<file path="src/rtl/riscv_decode_stage_if.sv">
// Fetch-to-decode and decode-to-execute bus for riscv_decode_stage.
// Upstream side:   in_valid, in_ready, in_instr[31:0], in_pc[XLEN-1:0]
// Downstream side: out_valid, out_ready, out_opcode, out_rd, out_func3,
//                  out_rs1, out_rs2, out_func7, out_fmt, out_imm[XLEN-1:0],
//                  out_illegal, out_pc[XLEN-1:0]
// slave modport is the decode stage; master modport is its environment.
interface riscv_decode_stage_if #(
    parameter int unsigned XLEN = 32
);
    logic            in_valid;
    logic            in_ready;
    logic [31:0]     in_instr;
    logic [XLEN-1:0] in_pc;
    logic            out_valid;
    logic            out_ready;
    logic [6:0]      out_opcode;
    logic [4:0]      out_rd;
    logic [2:0]      out_func3;
    logic [4:0]      out_rs1;
    logic [4:0]      out_rs2;
    logic [6:0]      out_func7;
    logic [2:0]      out_fmt;
    logic [XLEN-1:0] out_imm;
    logic            out_illegal;
    logic [XLEN-1:0] out_pc;

    modport slave (
        input  in_valid, in_instr, in_pc, out_ready,
        output in_ready, out_valid, out_opcode, out_rd, out_func3, out_rs1,
               out_rs2, out_func7, out_fmt, out_imm, out_illegal, out_pc
    );

    modport master (
        output in_valid, in_instr, in_pc, out_ready,
        input  in_ready, out_valid, out_opcode, out_rd, out_func3, out_rs1,
               out_rs2, out_func7, out_fmt, out_imm, out_illegal, out_pc
    );
endinterface

</file>
<file path="src/rtl/riscv_decode_stage.sv">
// Registered, flow-controlled RV32 decode stage with a 2-entry skid buffer.
// Ports:
//   clk, rst_n (async active-low), flush (sync, drops all buffered entries)
//   bus         : riscv_decode_stage_if.slave (instruction in, decoded entry out)
//   cnt_decoded : entries handed downstream (saturating)
//   cnt_illegal : illegal entries handed downstream (saturating)
// Optional feature: define DECODE_PERF_CNT_EN to build the performance
// counters; otherwise both counter outputs are tied to zero.
module riscv_decode_stage #(
    parameter int unsigned XLEN      = 32,
    parameter int unsigned CNT_WIDTH = 16
) (
    input  logic                 clk,
    input  logic                 rst_n,
    input  logic                 flush,
    riscv_decode_stage_if.slave  bus,
    output logic [CNT_WIDTH-1:0] cnt_decoded,
    output logic [CNT_WIDTH-1:0] cnt_illegal
);
    localparam logic [2:0] FMT_R   = 3'd0;
    localparam logic [2:0] FMT_I   = 3'd1;
    localparam logic [2:0] FMT_S   = 3'd2;
    localparam logic [2:0] FMT_B   = 3'd3;
    localparam logic [2:0] FMT_U   = 3'd4;
    localparam logic [2:0] FMT_J   = 3'd5;
    localparam logic [2:0] FMT_ILL = 3'd7;

    typedef struct packed {
        logic [31:0]     instr;
        logic [XLEN-1:0] pc;
        logic [XLEN-1:0] imm;
        logic [2:0]      fmt;
        logic            illegal;
    } entry_t;

    typedef enum logic [1:0] {ST_EMPTY, ST_ONE, ST_TWO} state_t;

    state_t      r_state, w_next_state;
    entry_t      r_or, r_sk, w_in_entry;
    logic        r_out_valid, r_in_ready;
    logic        w_acc, w_xfer;
    logic        w_or_load_in, w_or_load_sk, w_sk_load;
    logic [31:0] w_instr, w_imm32;
    logic [2:0]  w_fmt;
    logic        w_illegal;

    assign w_instr = bus.in_instr;
    // Flush wins over both handshakes, so neither counts as happening.
    assign w_acc   = bus.in_valid && r_in_ready && !flush;
    assign w_xfer  = r_out_valid && bus.out_ready && !flush;

    // Combinational decode of the incoming word.
    always_comb begin
        w_fmt     = FMT_ILL;
        w_imm32   = '0;
        w_illegal = 1'b1;
        if (w_instr[1:0] == 2'b11) begin
            case (w_instr[6:0])
                7'b0110011: begin
                    w_fmt = FMT_R; w_illegal = 1'b0;
                end
                7'b0010011, 7'b0000011, 7'b1100111, 7'b1110011: begin
                    w_fmt = FMT_I; w_illegal = 1'b0;
                    w_imm32 = {{20{w_instr[31]}}, w_instr[31:20]};
                end
                7'b0100011: begin
                    w_fmt = FMT_S; w_illegal = 1'b0;
                    w_imm32 = {{20{w_instr[31]}}, w_instr[31:25], w_instr[11:7]};
                end
                7'b1100011: begin
                    w_fmt = FMT_B; w_illegal = 1'b0;
                    w_imm32 = {{19{w_instr[31]}}, w_instr[31], w_instr[7],
                               w_instr[30:25], w_instr[11:8], 1'b0};
                end
                7'b0110111, 7'b0010111: begin
                    w_fmt = FMT_U; w_illegal = 1'b0;
                    w_imm32 = {w_instr[31:12], 12'b0};
                end
                7'b1101111: begin
                    w_fmt = FMT_J; w_illegal = 1'b0;
                    w_imm32 = {{11{w_instr[31]}}, w_instr[31], w_instr[19:12],
                               w_instr[20], w_instr[30:21], 1'b0};
                end
                default: ;
            endcase
        end
    end

    always_comb begin
        w_in_entry         = '0;
        w_in_entry.instr   = w_instr;
        w_in_entry.pc      = bus.in_pc;
        w_in_entry.imm     = XLEN'($signed(w_imm32));
        w_in_entry.fmt     = w_fmt;
        w_in_entry.illegal = w_illegal;
    end

    // Occupancy state register.
    always_ff @(posedge clk or negedge rst_n) begin
        if (!rst_n) r_state <= ST_EMPTY;
        else        r_state <= w_next_state;
    end

    // Next-state logic.
    always_comb begin
        w_next_state = r_state;
        if (flush) begin
            w_next_state = ST_EMPTY;
        end else begin
            case (r_state)
                ST_EMPTY: if (w_acc) w_next_state = ST_ONE;
                ST_ONE: begin
                    if (w_acc && !w_xfer)      w_next_state = ST_TWO;
                    else if (!w_acc && w_xfer) w_next_state = ST_EMPTY;
                end
                ST_TWO:   if (w_xfer) w_next_state = ST_ONE;
                default:  w_next_state = ST_EMPTY;
            endcase
        end
    end

    // Load enables for the output and skid registers.
    always_comb begin
        w_or_load_in = 1'b0;
        w_or_load_sk = 1'b0;
        w_sk_load    = 1'b0;
        case (r_state)
            ST_EMPTY: w_or_load_in = w_acc;
            ST_ONE: begin
                w_or_load_in = w_acc && w_xfer;
                w_sk_load    = w_acc && !w_xfer;
            end
            ST_TWO:   w_or_load_sk = w_xfer;
            default: ;
        endcase
    end

    // Datapath registers; in_ready and out_valid are flopped from next state.
    always_ff @(posedge clk or negedge rst_n) begin
        if (!rst_n) begin
            r_or        <= '0;
            r_sk        <= '0;
            r_out_valid <= 1'b0;
            r_in_ready  <= 1'b0;
        end else begin
            if (w_or_load_in)      r_or <= w_in_entry;
            else if (w_or_load_sk) r_or <= r_sk;
            if (w_sk_load)         r_sk <= w_in_entry;
            r_out_valid <= (w_next_state != ST_EMPTY);
            r_in_ready  <= (w_next_state != ST_TWO);
        end
    end

    assign bus.in_ready    = r_in_ready;
    assign bus.out_valid   = r_out_valid;
    assign bus.out_opcode  = r_or.instr[6:0];
    assign bus.out_rd      = r_or.instr[11:7];
    assign bus.out_func3   = r_or.instr[14:12];
    assign bus.out_rs1     = r_or.instr[19:15];
    assign bus.out_rs2     = r_or.instr[24:20];
    assign bus.out_func7   = r_or.instr[31:25];
    assign bus.out_fmt     = r_or.fmt;
    assign bus.out_imm     = r_or.imm;
    assign bus.out_illegal = r_or.illegal;
    assign bus.out_pc      = r_or.pc;

`ifdef DECODE_PERF_CNT_EN
    logic [CNT_WIDTH-1:0] r_cnt_decoded, r_cnt_illegal;

    // Saturating transfer counters; only reset clears them.
    always_ff @(posedge clk or negedge rst_n) begin
        if (!rst_n) begin
            r_cnt_decoded <= '0;
            r_cnt_illegal <= '0;
        end else if (w_xfer) begin
            if (r_cnt_decoded != '1)
                r_cnt_decoded <= r_cnt_decoded + CNT_WIDTH'(1);
            if (r_or.illegal && (r_cnt_illegal != '1))
                r_cnt_illegal <= r_cnt_illegal + CNT_WIDTH'(1);
        end
    end

    assign cnt_decoded = r_cnt_decoded;
    assign cnt_illegal = r_cnt_illegal;
`else
    assign cnt_decoded = '0;
    assign cnt_illegal = '0;
`endif
endmodule

</file>
<file path="src/flat_wrapper.sv">
// flat-port wrapper written by rule: the top's interface ports become plain ports
module riscv_decode_stage_flat 
#(
    parameter int unsigned XLEN      = 32,
    parameter int unsigned CNT_WIDTH = 16
)
  (clk, rst_n, flush, cnt_decoded, cnt_illegal, bus_in_valid, bus_in_instr, bus_in_pc, bus_out_ready, bus_in_ready, bus_out_valid, bus_out_opcode, bus_out_rd, bus_out_func3, bus_out_rs1, bus_out_rs2, bus_out_func7, bus_out_fmt, bus_out_imm, bus_out_illegal, bus_out_pc);
  riscv_decode_stage_if #(.XLEN(XLEN)) bus_i ();
  input  logic clk;
  input  logic rst_n;
  input  logic flush;
  output logic [CNT_WIDTH-1:0] cnt_decoded;
  output logic [CNT_WIDTH-1:0] cnt_illegal;
  input wire logic [$bits(bus_i.in_valid)-1:0] bus_in_valid;
  input wire logic [$bits(bus_i.in_instr)-1:0] bus_in_instr;
  input wire logic [$bits(bus_i.in_pc)-1:0] bus_in_pc;
  input wire logic [$bits(bus_i.out_ready)-1:0] bus_out_ready;
  output wire logic [$bits(bus_i.in_ready)-1:0] bus_in_ready;
  output wire logic [$bits(bus_i.out_valid)-1:0] bus_out_valid;
  output wire logic [$bits(bus_i.out_opcode)-1:0] bus_out_opcode;
  output wire logic [$bits(bus_i.out_rd)-1:0] bus_out_rd;
  output wire logic [$bits(bus_i.out_func3)-1:0] bus_out_func3;
  output wire logic [$bits(bus_i.out_rs1)-1:0] bus_out_rs1;
  output wire logic [$bits(bus_i.out_rs2)-1:0] bus_out_rs2;
  output wire logic [$bits(bus_i.out_func7)-1:0] bus_out_func7;
  output wire logic [$bits(bus_i.out_fmt)-1:0] bus_out_fmt;
  output wire logic [$bits(bus_i.out_imm)-1:0] bus_out_imm;
  output wire logic [$bits(bus_i.out_illegal)-1:0] bus_out_illegal;
  output wire logic [$bits(bus_i.out_pc)-1:0] bus_out_pc;
  assign bus_i.in_valid = bus_in_valid;
  assign bus_i.in_instr = bus_in_instr;
  assign bus_i.in_pc = bus_in_pc;
  assign bus_i.out_ready = bus_out_ready;
  assign bus_in_ready = bus_i.in_ready;
  assign bus_out_valid = bus_i.out_valid;
  assign bus_out_opcode = bus_i.out_opcode;
  assign bus_out_rd = bus_i.out_rd;
  assign bus_out_func3 = bus_i.out_func3;
  assign bus_out_rs1 = bus_i.out_rs1;
  assign bus_out_rs2 = bus_i.out_rs2;
  assign bus_out_func7 = bus_i.out_func7;
  assign bus_out_fmt = bus_i.out_fmt;
  assign bus_out_imm = bus_i.out_imm;
  assign bus_out_illegal = bus_i.out_illegal;
  assign bus_out_pc = bus_i.out_pc;
  riscv_decode_stage #(.XLEN(XLEN), .CNT_WIDTH(CNT_WIDTH)) u_core (.clk(clk), .rst_n(rst_n), .flush(flush), .bus(bus_i), .cnt_decoded(cnt_decoded), .cnt_illegal(cnt_illegal));
endmodule
</file>
<file path="config.mk">
export PLATFORM = sky130hd
export DESIGN_NAME = riscv_decode_stage_flat
export DESIGN_NICKNAME = d
export VERILOG_FILES = /design/src/rtl/riscv_decode_stage_if.sv /design/src/rtl/riscv_decode_stage.sv /design/src/flat_wrapper.sv
export SDC_FILE = /design/constraint.sdc
export NUM_CORES = 1
export LEC_CHECK = 0
export BUFFER_PORTS_ARGS = -buffer_cell sky130_fd_sc_hd__buf_2
export CAP_MARGIN = 0
export CORE_ASPECT_RATIO = 0.5
export CORE_MARGIN = 2
export CORE_UTILIZATION = 45
export DETAILED_ROUTE_END_ITERATION = 16
export GPL_TIMING_DRIVEN = 0
export PLACE_DENSITY = 0.68
export SKIP_CTS_REPAIR_TIMING = 1
export SKIP_LAST_GASP = 1
export SYNTH_ARGS = -nofsm -noshare
export SYNTH_HDL_FRONTEND = slang
export SYNTH_SLANG_ARGS = --single-unit
</file>
<file path="constraint.sdc">
create_clock -name clk -period 3 [get_ports clk]
set_clock_uncertainty 0.1 [all_clocks]
set_input_delay 0 -clock clk [delete_from_list [all_inputs] [get_ports clk]]
set_output_delay 0 -clock clk [all_outputs]
set_load 0.02 [all_outputs]
</file>
==> metrics.txt <==
GP Congestion=0.810; worst hold slack=-58.6 ps; H-tree levels=1; Root Buffer=clkbuf_16; DRC=0; ys flop type=dfrtp_1; CP Class=register to register; synth warn=0; DR WL/cell=16.6 um; DIE HEIGHT=104 um; Syn Area/Cell=9.45 um^2; Required @ worst endpoint=3250 ps; Startpoint Class=register; class of the worst hold path=primary input to register; synth top area cells=dfrtp_1, nand2_1, a22oi_1; First DRT Iteration DRCs=515; flops & latches, synth=204; Min-Delay Endpoint=u_core.r_sk[74]; Cell Rows=36; Worst EP arrival=2380 ps; Tot GR Track Use=23.1%; share of cells above drive strength 1=23.9%; placed inst area=0.0103 mm^2; # nets final=1309; RSZ-0062 raised after global routing=false; fmax=470 MHz; Vias=7809; CTS Buffer Depth=3; leakage power=0.00601 uW; status=finished with violations; largest net degree at the start of global routing=108; failing checks=hold timing; critical path peak fanout=10; synthesis-to-layout area growth=29.4%; first-pass GRT wire length=38900 um; max_slew headroom=48.7%; Final Total Pwr=8450 uW; footprint of the multi-input gates=0.00338 mm^2; Vias/cell=5.15; fin area=0.0116 mm^2; register area=0.00510 mm^2; Initial Util=45.9%; Async SR Flop Fraction=100%; I/O pin count=203; post-synthesis cell type count=47; Worst-path clk slew=70 ps; antenna violations before repair=0; final hold vios=1; Cells after Synth=948; Port Buffers=170; n_diodes=0; post-route setup TNS=0 ps; Final ANT Viol Nets=0; total CTS buffers=19; post-synthesis sequential area ratio=57.0%; # setup viols final=0; count of pins over their slew limit=0; die area=0.0211 mm^2; RR Endpoint=u_core.r_sk[8]; total grt overflow=0; DP HPWL=17300 um; post-synth top area share=57.0%; r2r setup slk=870 ps; period utilisation layout=71.0%; Die W=204 um; Placeable Area=0.0195 mm^2; r2r worst-path depth=6; fin crit period=2130 ps; clock net sink count=204; met2 wire length=11800 um; CTS tree=done; Post-Syn Area=0.00896 mm^2; Clock Latency Late Sink=490 ps; drt pass-1 iters=5; Met3 Wirelength=1360 um; number of fill cells=1699; worst hold path startpoint=bus_in_instr[6]; EDFF count, synth=0; drt total wl=25200 um; pwr/cell area=729 mW/mm^2; Top Layer Used=met4; Worst VDD drop=435 uV; worst r2r src=u_core.r_state[1]; CP Capture Type=register; Hold Path Depth=4; vias in the first global route=7221; maxcap violations=0; Slew @ Worst Pin=769 ps; largest area contributor in the netlist=dfrtp_1; M1 wire length=11600 um
[flip-flops by register name (all words and copies together) (netlist names)]
name / count
u_core.r_sk: 100
u_core.bus.out_rd: 5
u_core.bus.out_fmt: 3
u_core.bus.out_rs1: 5
u_core.bus.out_func7: 7
u_core.r_state: 2
u_core.bus.out_opcode: 7
u_core.bus.out_valid: 1
u_core.bus.in_ready: 1
u_core.bus.out_pc: 32
u_core.bus.out_imm: 32
u_core.bus.out_illegal: 1
u_core.bus.out_rs2: 5
u_core.bus.out_func3: 3
[per-layer routing]
metal	GRT usage, %	vias up
met4	5.37	0
met3	3.30	47
met1	34.5	3807
met2	35.6	253
li1	-	3702
met5	0	-
[kinds of logic after synthesis]
logic type | after synthesis | share of synthesized area, %
muxes | 3 | 0.349
AOI/OAI and AO/OA | 188 | 15.3
xor gates and xnor gates | 1 | 0.0978
and+or+nand+nor | 459 | 20.6
DFF | 204 | 57.0
buffers and inverters | 92 | 6.65
other | 1 | 0.0418
[layout by cell type, fill, tap and decap left out, types with 3 or more instances in the layout]
master,synthesis,routed
clkbuf_16,0,19
a21oi_2,5,5
dlygate4sd3_1,0,69
a21o_1,7,7
nor2_2,4,4
nor2b_1,3,3
a32oi_1,29,29
a22o_1,13,13
a22oi_1,64,64
a21oi_1,42,42
nand2_1,394,394
clkbuf_1,11,14
dfrtp_1,204,204
nand3_1,4,4
buf_6,4,4
conb_1,1,32
nor2_1,36,36
buf_4,50,50
buf_2,26,195
o21ai_0,16,16
clkinvlp_4,0,3
[critical path: stages (launching register included)]
cell and delay (ps):
dfrtp_1 440, nor4bb_1 330, buf_2 270, nand2_2 190, clkbuf_1 360, a21oi_1 210, a21oi_1 90
[layout make-up]
class,count,share of cell area [%]
flip-flops and latches,204,44.0
multi-input cells,683,29.1
clock buffers,24,4.43
well taps,266,2.87
repair buffers,240,13.6
clock inverters,7,0.798
inverters,1,0.0324
plain buffers,91,5.10
[power by group]
group / switching [uW] / internal [uW] / leakage, uW
Sequential: 442 / 3550 / 0.00252
Combinational: 1270 / 779 / 0.00319
Clock: 1030 / 1390 / 0.000289
Total: 2740 / 5720 / 0.00601
[per-stage QoR]
stage	utilization (%)	cells	setup WS [ps]
CTS	55.9	1447	884
global placement	52.6	1415	-1620
global route	59.5	1516	761
finish	59.5	1516	871
detailed placement	52.8	1416	914
floorplan	-	979	1260
[synth_stat cells (3+ instances only)]
master and n:
a21o_1 7, a21oi_1 42, a21oi_2 5, a22o_1 13, a22oi_1 64, a32oi_1 29
buf_2 26, buf_4 50, buf_6 4, clkbuf_1 11, dfrtp_1 204, nand2_1 394
nand3_1 4, nor2_1 36, nor2_2 4, nor2b_1 3, o21ai_0 16
[how the worst max path moves through the flow]
stage	cells past startpoint	startpoint	endpoint	slack [ps]
4_1_cts	6	u_core.r_state[1]	u_core.r_sk[7]	880
3_5_place_dp	6	u_core.r_state[1]	u_core.r_sk[7]	910
3_3_place_gp	1	rst_n	u_core.bus.out_pc[6]	-1620
6_report	6	u_core.r_state[1]	u_core.r_sk[8]	870
5_1_grt	6	u_core.r_state[1]	u_core.r_sk[7]	760
2_1_floorplan	7	u_core.bus.in_ready	u_core.r_sk[36]	1260
Power figures use the tool's default switching activity.
